--- config.mk ---
export PLATFORM = sky130hd
export DESIGN_NAME = mem_bus_arbiter
export DESIGN_NICKNAME = d
export VERILOG_FILES = /design/src/rtl/mem_bus_arbiter.sv
export SDC_FILE = /design/constraint.sdc
export NUM_CORES = 1
export LEC_CHECK = 0
export ABC_AREA = 1
export ABC_CLOCK_PERIOD_IN_PS = 2300
export CAP_MARGIN = 20
export CORE_MARGIN = 2
export CORE_UTILIZATION = 41
export CTS_CLUSTER_SIZE = 14
export DETAILED_ROUTE_END_ITERATION = 12
export PLACE_DENSITY = 0.8
export SYNTH_ARGS = -nofsm -noshare
export SYNTH_HDL_FRONTEND = slang
export SYNTH_SLANG_ARGS = --single-unit
export TNS_END_PERCENT = 10
--- constraint.sdc ---
create_clock -name clk -period 2.3 [get_ports clk]
set_input_delay 0.46 -clock clk [delete_from_list [all_inputs] [get_ports clk]]
set_output_delay 0.46 -clock clk [all_outputs]
set_load 0.02 [all_outputs]
--- src/rtl/mem_bus_arbiter.sv ---
// mem_bus_arbiter: shares the byte-wide memory/port bus between two requesters.
//   r0 = CPU control unit, r1 = secondary master (DMA / loader).
//   Round-robin grant in IDLE; the grantee's request is latched, then driven
//   on the memory side for MEM_LAT cycles; completion is a one-cycle ack.
//   Writes below ROM_TOP are rejected with err when PROT_ROM = 1.
// Ports:
//   clk, rst                     clock, asynchronous active-high reset
//   rN_req/mode/addr/wdata       requester N command (mode 00 RD, 01 fetch, 10 WRT, 11 NOP->RD)
//   rN_rdata/ack/err             requester N response (rdata valid with ack)
//   mem_mode/addr/wdata          registered memory command (mode 11 = idle)
//   mem_rdata                    combinational read data from memory
//   busy                         high whenever the arbiter is not idle
module mem_bus_arbiter #(
  parameter int unsigned MEM_LAT  = 1,
  parameter int unsigned ROM_TOP  = 8192,
  parameter bit          PROT_ROM = 1'b1
) (
  input  logic        clk,
  input  logic        rst,
  input  logic        r0_req,
  input  logic [1:0]  r0_mode,
  input  logic [23:0] r0_addr,
  input  logic [7:0]  r0_wdata,
  output logic [7:0]  r0_rdata,
  output logic        r0_ack,
  output logic        r0_err,
  input  logic        r1_req,
  input  logic [1:0]  r1_mode,
  input  logic [23:0] r1_addr,
  input  logic [7:0]  r1_wdata,
  output logic [7:0]  r1_rdata,
  output logic        r1_ack,
  output logic        r1_err,
  output logic [1:0]  mem_mode,
  output logic [23:0] mem_addr,
  output logic [7:0]  mem_wdata,
  input  logic [7:0]  mem_rdata,
  output logic        busy
);

  localparam logic [3:0]  LAT_M1  = 4'(MEM_LAT - 1);
  localparam logic [24:0] ROM_LIM = 25'(ROM_TOP);

  typedef enum logic [1:0] {IDLE, ISSUE, DONE} state_t;

  state_t      state, state_nxt;
  logic        last;      // last grantee, 1 after reset so r0 wins the first tie
  logic        gnt;       // current grantee
  logic        rej;       // current transaction is a rejected ROM write
  logic [1:0]  cur_mode;  // latched (normalised) mode of the current transaction
  logic [3:0]  cnt;

  logic        sel_any;
  logic        sel_gnt;
  logic [1:0]  sel_mode;
  logic [23:0] sel_addr;
  logic [7:0]  sel_wdata;
  logic        sel_rej;

  // Arbitration and request selection, only acted on in IDLE.
  always_comb begin
    sel_any   = r0_req | r1_req;
    sel_gnt   = (r0_req && r1_req) ? ~last : r1_req;
    sel_mode  = sel_gnt ? r1_mode  : r0_mode;
    sel_addr  = sel_gnt ? r1_addr  : r0_addr;
    sel_wdata = sel_gnt ? r1_wdata : r0_wdata;
    if (sel_mode == 2'b11) sel_mode = 2'b00;
    sel_rej   = PROT_ROM && (sel_mode == 2'b10) && ({1'b0, sel_addr} < ROM_LIM);
  end

  // State register
  always_ff @(posedge clk or posedge rst) begin
    if (rst) state <= IDLE;
    else     state <= state_nxt;
  end

  // Next-state logic
  always_comb begin
    state_nxt = state;
    unique case (state)
      IDLE:    if (sel_any) state_nxt = sel_rej ? DONE : ISSUE;
      ISSUE:   if (cnt == '0) state_nxt = DONE;
      DONE:    state_nxt = IDLE;
      default: state_nxt = IDLE;
    endcase
  end

  // Outputs decoded from state; ack is implicitly a single cycle since DONE lasts one.
  always_comb begin
    busy   = (state != IDLE);
    r0_ack = (state == DONE) && !gnt;
    r1_ack = (state == DONE) &&  gnt;
    r0_err = r0_ack && rej;
    r1_err = r1_ack && rej;
  end

  // Datapath: latched request, registered memory command, per-requester read data.
  // mem_addr/mem_wdata double as the latched address/data registers.
  always_ff @(posedge clk or posedge rst) begin
    if (rst) begin
      last      <= 1'b1;
      gnt       <= 1'b0;
      rej       <= 1'b0;
      cur_mode  <= 2'b11;
      cnt       <= '0;
      mem_mode  <= 2'b11;
      mem_addr  <= '0;
      mem_wdata <= '0;
      r0_rdata  <= '0;
      r1_rdata  <= '0;
    end else begin
      unique case (state)
        IDLE: begin
          if (sel_any) begin
            gnt      <= sel_gnt;
            last     <= sel_gnt;
            rej      <= sel_rej;
            cur_mode <= sel_mode;
            cnt      <= LAT_M1;
            // A rejected write never reaches the bus.
            if (!sel_rej) begin
              mem_mode  <= sel_mode;
              mem_addr  <= sel_addr;
              mem_wdata <= sel_wdata;
            end
          end
        end
        ISSUE: begin
          if (cnt == '0) begin
            mem_mode <= 2'b11;
            if (!cur_mode[1]) begin
              if (gnt) r1_rdata <= mem_rdata;
              else     r0_rdata <= mem_rdata;
            end
          end else begin
            cnt <= cnt - 4'd1;
          end
        end
        default: ;
      endcase
    end
  end

endmodule
# ---- Yosys cells after proc, flatten, opt, wreduce, memory -nomap -nowiden
# Cells that the tools add are included.
dict set report classes {
  addsub 1
  n_mul 0
  n_div 0
  magnitude_cmp 1
  n_eq_ne 8
  n_shift 0
  muxes 16
  bitwise_logic 5
  reduce_logical 18
}
# operator count
set op_table {}
lappend op_table {{24-bit by 14-bit < comparator with 1-bit output, second input constant} 1}
lappend op_table {{24-bit 2-to-1 mux} 1}
lappend op_table {{2-bit 2-to-1 mux} 8}
lappend op_table {{4-bit AND reduction} 3}
lappend op_table {{4-bit 2-to-1 mux} 2}
lappend op_table {{8-bit 2-to-1 mux} 1}
lappend op_table {{2-bit != test, second input constant} 4}
lappend op_table {{2-bit one-hot mux with 2 select lines} 2}
lappend op_table {{4-bit one-hot mux with 2 select lines} 1}
lappend op_table {{2-bit equality test, second input constant} 3}
lappend op_table {{1-bit logical AND} 6}
lappend op_table {{3-bit AND reduction} 2}
lappend op_table {{4-bit logical NOT} 1}
lappend op_table {{1-bit inverter} 4}
lappend op_table {{2-bit AND reduction} 2}
lappend op_table {{2-bit nonzero test} 2}
lappend op_table {{4-bit by 1-bit subtractor with 4-bit output, second input constant} 1}
lappend op_table {{2-bit by 1-bit equality test with 1-bit output, second input constant} 1}
lappend op_table {{2-bit logical NOT} 1}
lappend op_table {{1-bit logical NOT} 1}
lappend op_table {{1-bit 2-to-1 mux} 1}
lappend op_table {{1-bit OR} 1}
dict set report word_totals {
  register_bits 61
  latchBits 0
  mem_bits_rw 0
  mem_bits_ro 0
  inputBits 80
  out_inout_bits 55
  mem_count 0
}

# ---- Depth between registers and ports, before layout
dict set report logic_depth {
  ltp_word 10
  depth_mapped 13
}

# ---- Worst setup path after synthesis
# No wires, ideal clock.
dict set report synth_path {
  path_type {reg-to-reg}
  startpoint {register last}
  endpoint {register mem_addr[3]}
  arrival_ns 1.667
  t_required_ns 2.173
  path_slack_ns 0.506
  path_stages_with_launch 13
  period_less_slack_ns 1.794
  path_cell_list {dfstp_2 nand2_2 nand2_4 buf_6 nand2_1 o21ai_2 nand2_1 nor2_2 nand2_4 nand2_2 buf_6 buf_6 o21ai_0}
}
dict set report synth_via {
  elab_chain_len 9
  elab_cells_between_ends 11
}
# item line
set synth_lines {}
lappend synth_lines {{start, declared} 47} ;# logic last;
lappend synth_lines {{start signal, assigned} 116} ;# last <= sel_gnt;
lappend synth_lines {{1-bit inverter (*)} 63} ;# sel_gnt = (r0_req && r1_req) ? ~last : r1_req;
lappend synth_lines {{1-bit 2-to-1 mux (*)} 63}
lappend synth_lines {{branches (longest 7 deep; another with 24-bit by 14-bit < comparator with 1-bit output)} n/a}
lappend synth_lines {{end signal, assigned} 123} ;# mem_addr <= sel_addr;
lappend synth_lines {{end, declared} 35} ;# output logic [23:0] mem_addr,
# Mark *: on every way between the ends.
# A chain may end at the register's enable or synchronous reset.

# ---- Worst setup path in the final report
dict set report layout_path {
  startpoint {register state[0]}
  endpoint {output r0_err}
}
dict set report layout_via {
  elab_chain_len 3
}
# item line
set layout_lines {}
lappend layout_lines {{start, declared} 46} ;# state_t state, state_nxt;
lappend layout_lines {{start signal, assigned} 74} ;# else state <= state_nxt;
lappend layout_lines {{2-bit equality test} 91} ;# r0_ack = (state == DONE) && !gnt;
lappend layout_lines {{1-bit logical AND} 91}
lappend layout_lines {{1-bit logical AND} 93} ;# r0_err = r0_ack && rej;
lappend layout_lines {{end, declared} 26} ;# output logic r0_err,
# No other way between the ends.

==> flow_metrics.env <==
export IMPL_status="finished, final reports clean"
export IMPL_htreeDepth=3
export IMPL_cts_buffers=9
export IMPL_overflow=0
export IMPL_gp_congestion=0.8590
export IMPL_setup_worst_path_class="reg -> out"
export IMPL_hold_viol=0
export IMPL_synth_edf_count=0
export IMPL_syn_area_um2=2845
export IMPL_cts_tree="yes"
export IMPL_vias=2691
export IMPL_path_depth=2
export IMPL_switching_share_pct=40.42
export IMPL_synth_compound_area_share_pct=9.499
export IMPL_die_x_um=87.31
export IMPL_fillers=557
export IMPL_grt_pass1_vias=2667
export IMPL_cpMaxStageDelayCell="clkdlybuf4s50_1"
export IMPL_fmax_mhz=466.2
export IMPL_clock_latency_ns=0.33
export IMPL_cts_setup_buffers=0
export IMPL_synthAdderAreaFrac_pct=0.8795
export IMPL_wl_um=7536
export IMPL_nets=553
export IMPL_yosys_most_used_dff="dfrtp_1"
export IMPL_final_seq_area_um2=1506
export IMPL_arrival_ns=1.68
export IMPL_portBuffers=134
export IMPL_cts_sinks=60
export IMPL_cp_start_kind="flop"
export IMPL_multi_input_area_um2=1155
export IMPL_yosys_area_top_type="dfrtp_1"
export IMPL_clk_pin_slew_ns=0.08
export IMPL_grt_first_pass_wirelength_um=12030
export IMPL_critPathRequiredTime_ns=1.84
export IMPL_finalCriticalPeriod_ns=2.145
export IMPL_final_area_um2=4541
export IMPL_cts_resized=0
export IMPL_cp_cell_sequence="nor4_1, clkdlybuf4s50_1"
export IMPL_combinationalPowerShare_pct=51.5
export IMPL_max_cap_violations=0
export IMPL_ys_seq_elements=60
export IMPL_fin_skew_ns=0.01011
export IMPL_tns_ns=0
export IMPL_setup_viol=0
export IMPL_synth_area_leaders="dfrtp_1, nand2_1, mux2i_1"
export IMPL_antenna_found_initial=0
export IMPL_hold_path_class="in -> async"
export IMPL_viasPerCell=4.840
export IMPL_synth_top_family_by_area="simple AND/OR/NAND/NOR gates"
export IMPL_synthDistinctLibCells=24
export IMPL_rsz0062_at_grt="no"
export IMPL_power_leakage_nw=2.188
export IMPL_avgSynthCellArea_um2=8.755
export IMPL_placed_cell_area_um2=4347
export IMPL_synth_seq_area_share_pct=52.95
export IMPL_yosys_warnings=0
export IMPL_drtIter0Drc=93
export IMPL_cp_max_fo=6
export IMPL_start_util_pct=42.11
export IMPL_cp_top_family="buffers and inverters"
export IMPL_fp_dieArea_um2=7622
export IMPL_ff2ff_path_depth=11
export IMPL_dpl_hpwl_um=5792
export IMPL_n_antenna_cell=0
export IMPL_die_h_um=87.31
export IMPL_synth_xor_area_share_pct=0
export IMPL_synth_top_area_share_pct=49.25
export IMPL_firstDrtPassIters=4
export IMPL_max_slew_margin_rel_pct=67.45
export IMPL_tightest_slew_ns=0.4876
export IMPL_synth_nets=407
export IMPL_ios=135
export IMPL_pwr_share_seq_pct=32.7
export IMPL_synth_most_common_cell="nand2_1"
export IMPL_drive_gt1_share_pct=9.454
export IMPL_power_internal_mw=3.440
export IMPL_num_rows=30
export IMPL_setup_ws_ns=0.1550
export IMPL_cpPeakStageDelay_ns=0.65
export IMPL_holdBufCountCts=0
export IMPL_core_um2=6756
export IMPL_drc=0
export IMPL_synthMuxAreaShare_pct=7.388
export IMPL_slew_viol_final=0
export IMPL_total_power_mw=5.773
export IMPL_clockBufferDepth=2
export IMPL_synthArstFlopShare_pct=100.0
export IMPL_area_growth_pct=59.59
export IMPL_dp_slack_ns=-0.09324
export IMPL_end_kind="output port"
export IMPL_power_per_cell_area_nw_per_um2=1272
export IMPL_cts_root_buffer="clkbuf_8"
export IMPL_track_usage_pct=20.42
export IMPL_finalCritPeriodShare_pct=93.26
export IMPL_routedWlPerCell_um=13.55
export IMPL_clkPwrFrac_pct=15.8
export IMPL_yosys_top_cells_count="nand2_1, dfrtp_1, o21ai_0"
export IMPL_synth_simple_gate_area_share_pct=22.82
export IMPL_switchingPower_mw=2.333
export IMPL_ant_nets=0
export IMPL_grt_max_degree=49
export IMPL_critPathBufInv=1
export IMPL_ir_worst_vdd_v=0.0006499
export IMPL_netlist_instances=325
[layer usage]
metal | wire (um) | share of wire, % | global-route usage, % | vias to the layer above
met3 | 596 | 7.9 | 5.592 | 15
met4 | 162 | 2.1 | 8.951 | 0
met1 | 3234 | 43 | 25.53 | 1217
met2 | 3543 | 47 | 33.06 | 111
met5 | 0 | 0 | 0 | -
li1 | - | - | - | 1348
[stage by stage]
| step | hold slack (ns) | cells | util [%] |
|---|---|---|---|
| final | 0.4638 | 556 | 67.20 |
| after global routing | 0.4861 | 556 | 67.20 |
| after CTS | 0.4622 | 556 | 67.17 |
| after detailed placement | 0.4582 | 540 | 64.33 |
| after global placement | 0.4532 | 540 | 64.33 |
| after floorplan | 0.4508 | 325 | - |
[power by group through the flow]
stage	Combinational (mW)	Clock, mW	Sequential [mW]
finish	2.97	0.911	1.89
global route	3.25	0.991	1.95
CTS	3.00	0.943	1.89
detailed placement	2.99	0	1.89
global placement	2.91	0	1.89
floorplan	1.10	0	2.40
[worst paths after layout]
kind | startpoint | end | slack, ns
setup / recovery | state[0] | r0_err | 0.16
hold / removal | rst | r0_rdata[0] | 0.46
setup reg to reg | last | mem_addr[3] | 0.40
hold reg to reg | last | last | 0.47
max in group asynchronous | rst | last | 1.27
min in group clk | last | last | 0.47
[flip-flops by register name, indices dropped and copies added, names as in the netlist]
signal     cells
mem_addr      24
mem_wdata      8
r0_rdata       8
r1_rdata       8
cnt            4
mem_mode       2
state          2
cur_mode       1
gnt            1
last           1
rej            1
[cells in the final DEF, fill, tap and decap left out]
cell	synthesis	layout
clkbuf_8	0	9
inv_2	0	1
o21ai_0	41	41
bufinv_16	0	1
nand3b_1	2	2
buf_4	0	12
nor2_4	1	1
o21ai_2	2	2
o21a_1	1	1
nand3_2	1	1
dlymetal6s2s_1	0	1
clkinv_2	0	3
nor4_1	2	2
inv_1	25	24
nor3_1	4	4
o21ai_1	6	6
nand2_4	2	2
nand2_1	101	101
nor2_2	1	1
clkdlybuf4s50_1	0	133
nand2_2	2	2
mux2i_1	21	21
nor2_1	12	12
dfrtp_1	56	56
clkinvlp_4	0	3
ha_1	2	2
dfstp_2	4	4
a21oi_1	2	2
buf_12	0	3
nand3_1	23	23
[cell families after synthesis]
kind of cell,Yosys count
AOI/OAI and AO/OA,52
adders and majority gates,2
buffers and inverters,39
DFF,60
muxes,21
and+or+nand+nor,151
[layout make-up]
| class | count | share of cell area (%) |
|---|---|---|
| clock buffer | 9 | 2.728 |
| tap | 80 | 2.204 |
| clock inverter | 7 | 1.488 |
| multi-input combinational | 226 | 25.43 |
| inverter | 25 | 2.067 |
| sequential | 60 | 33.18 |
| timing repair buffer | 149 | 32.90 |
No activity file was read; power rests on OpenSTA's default activity.
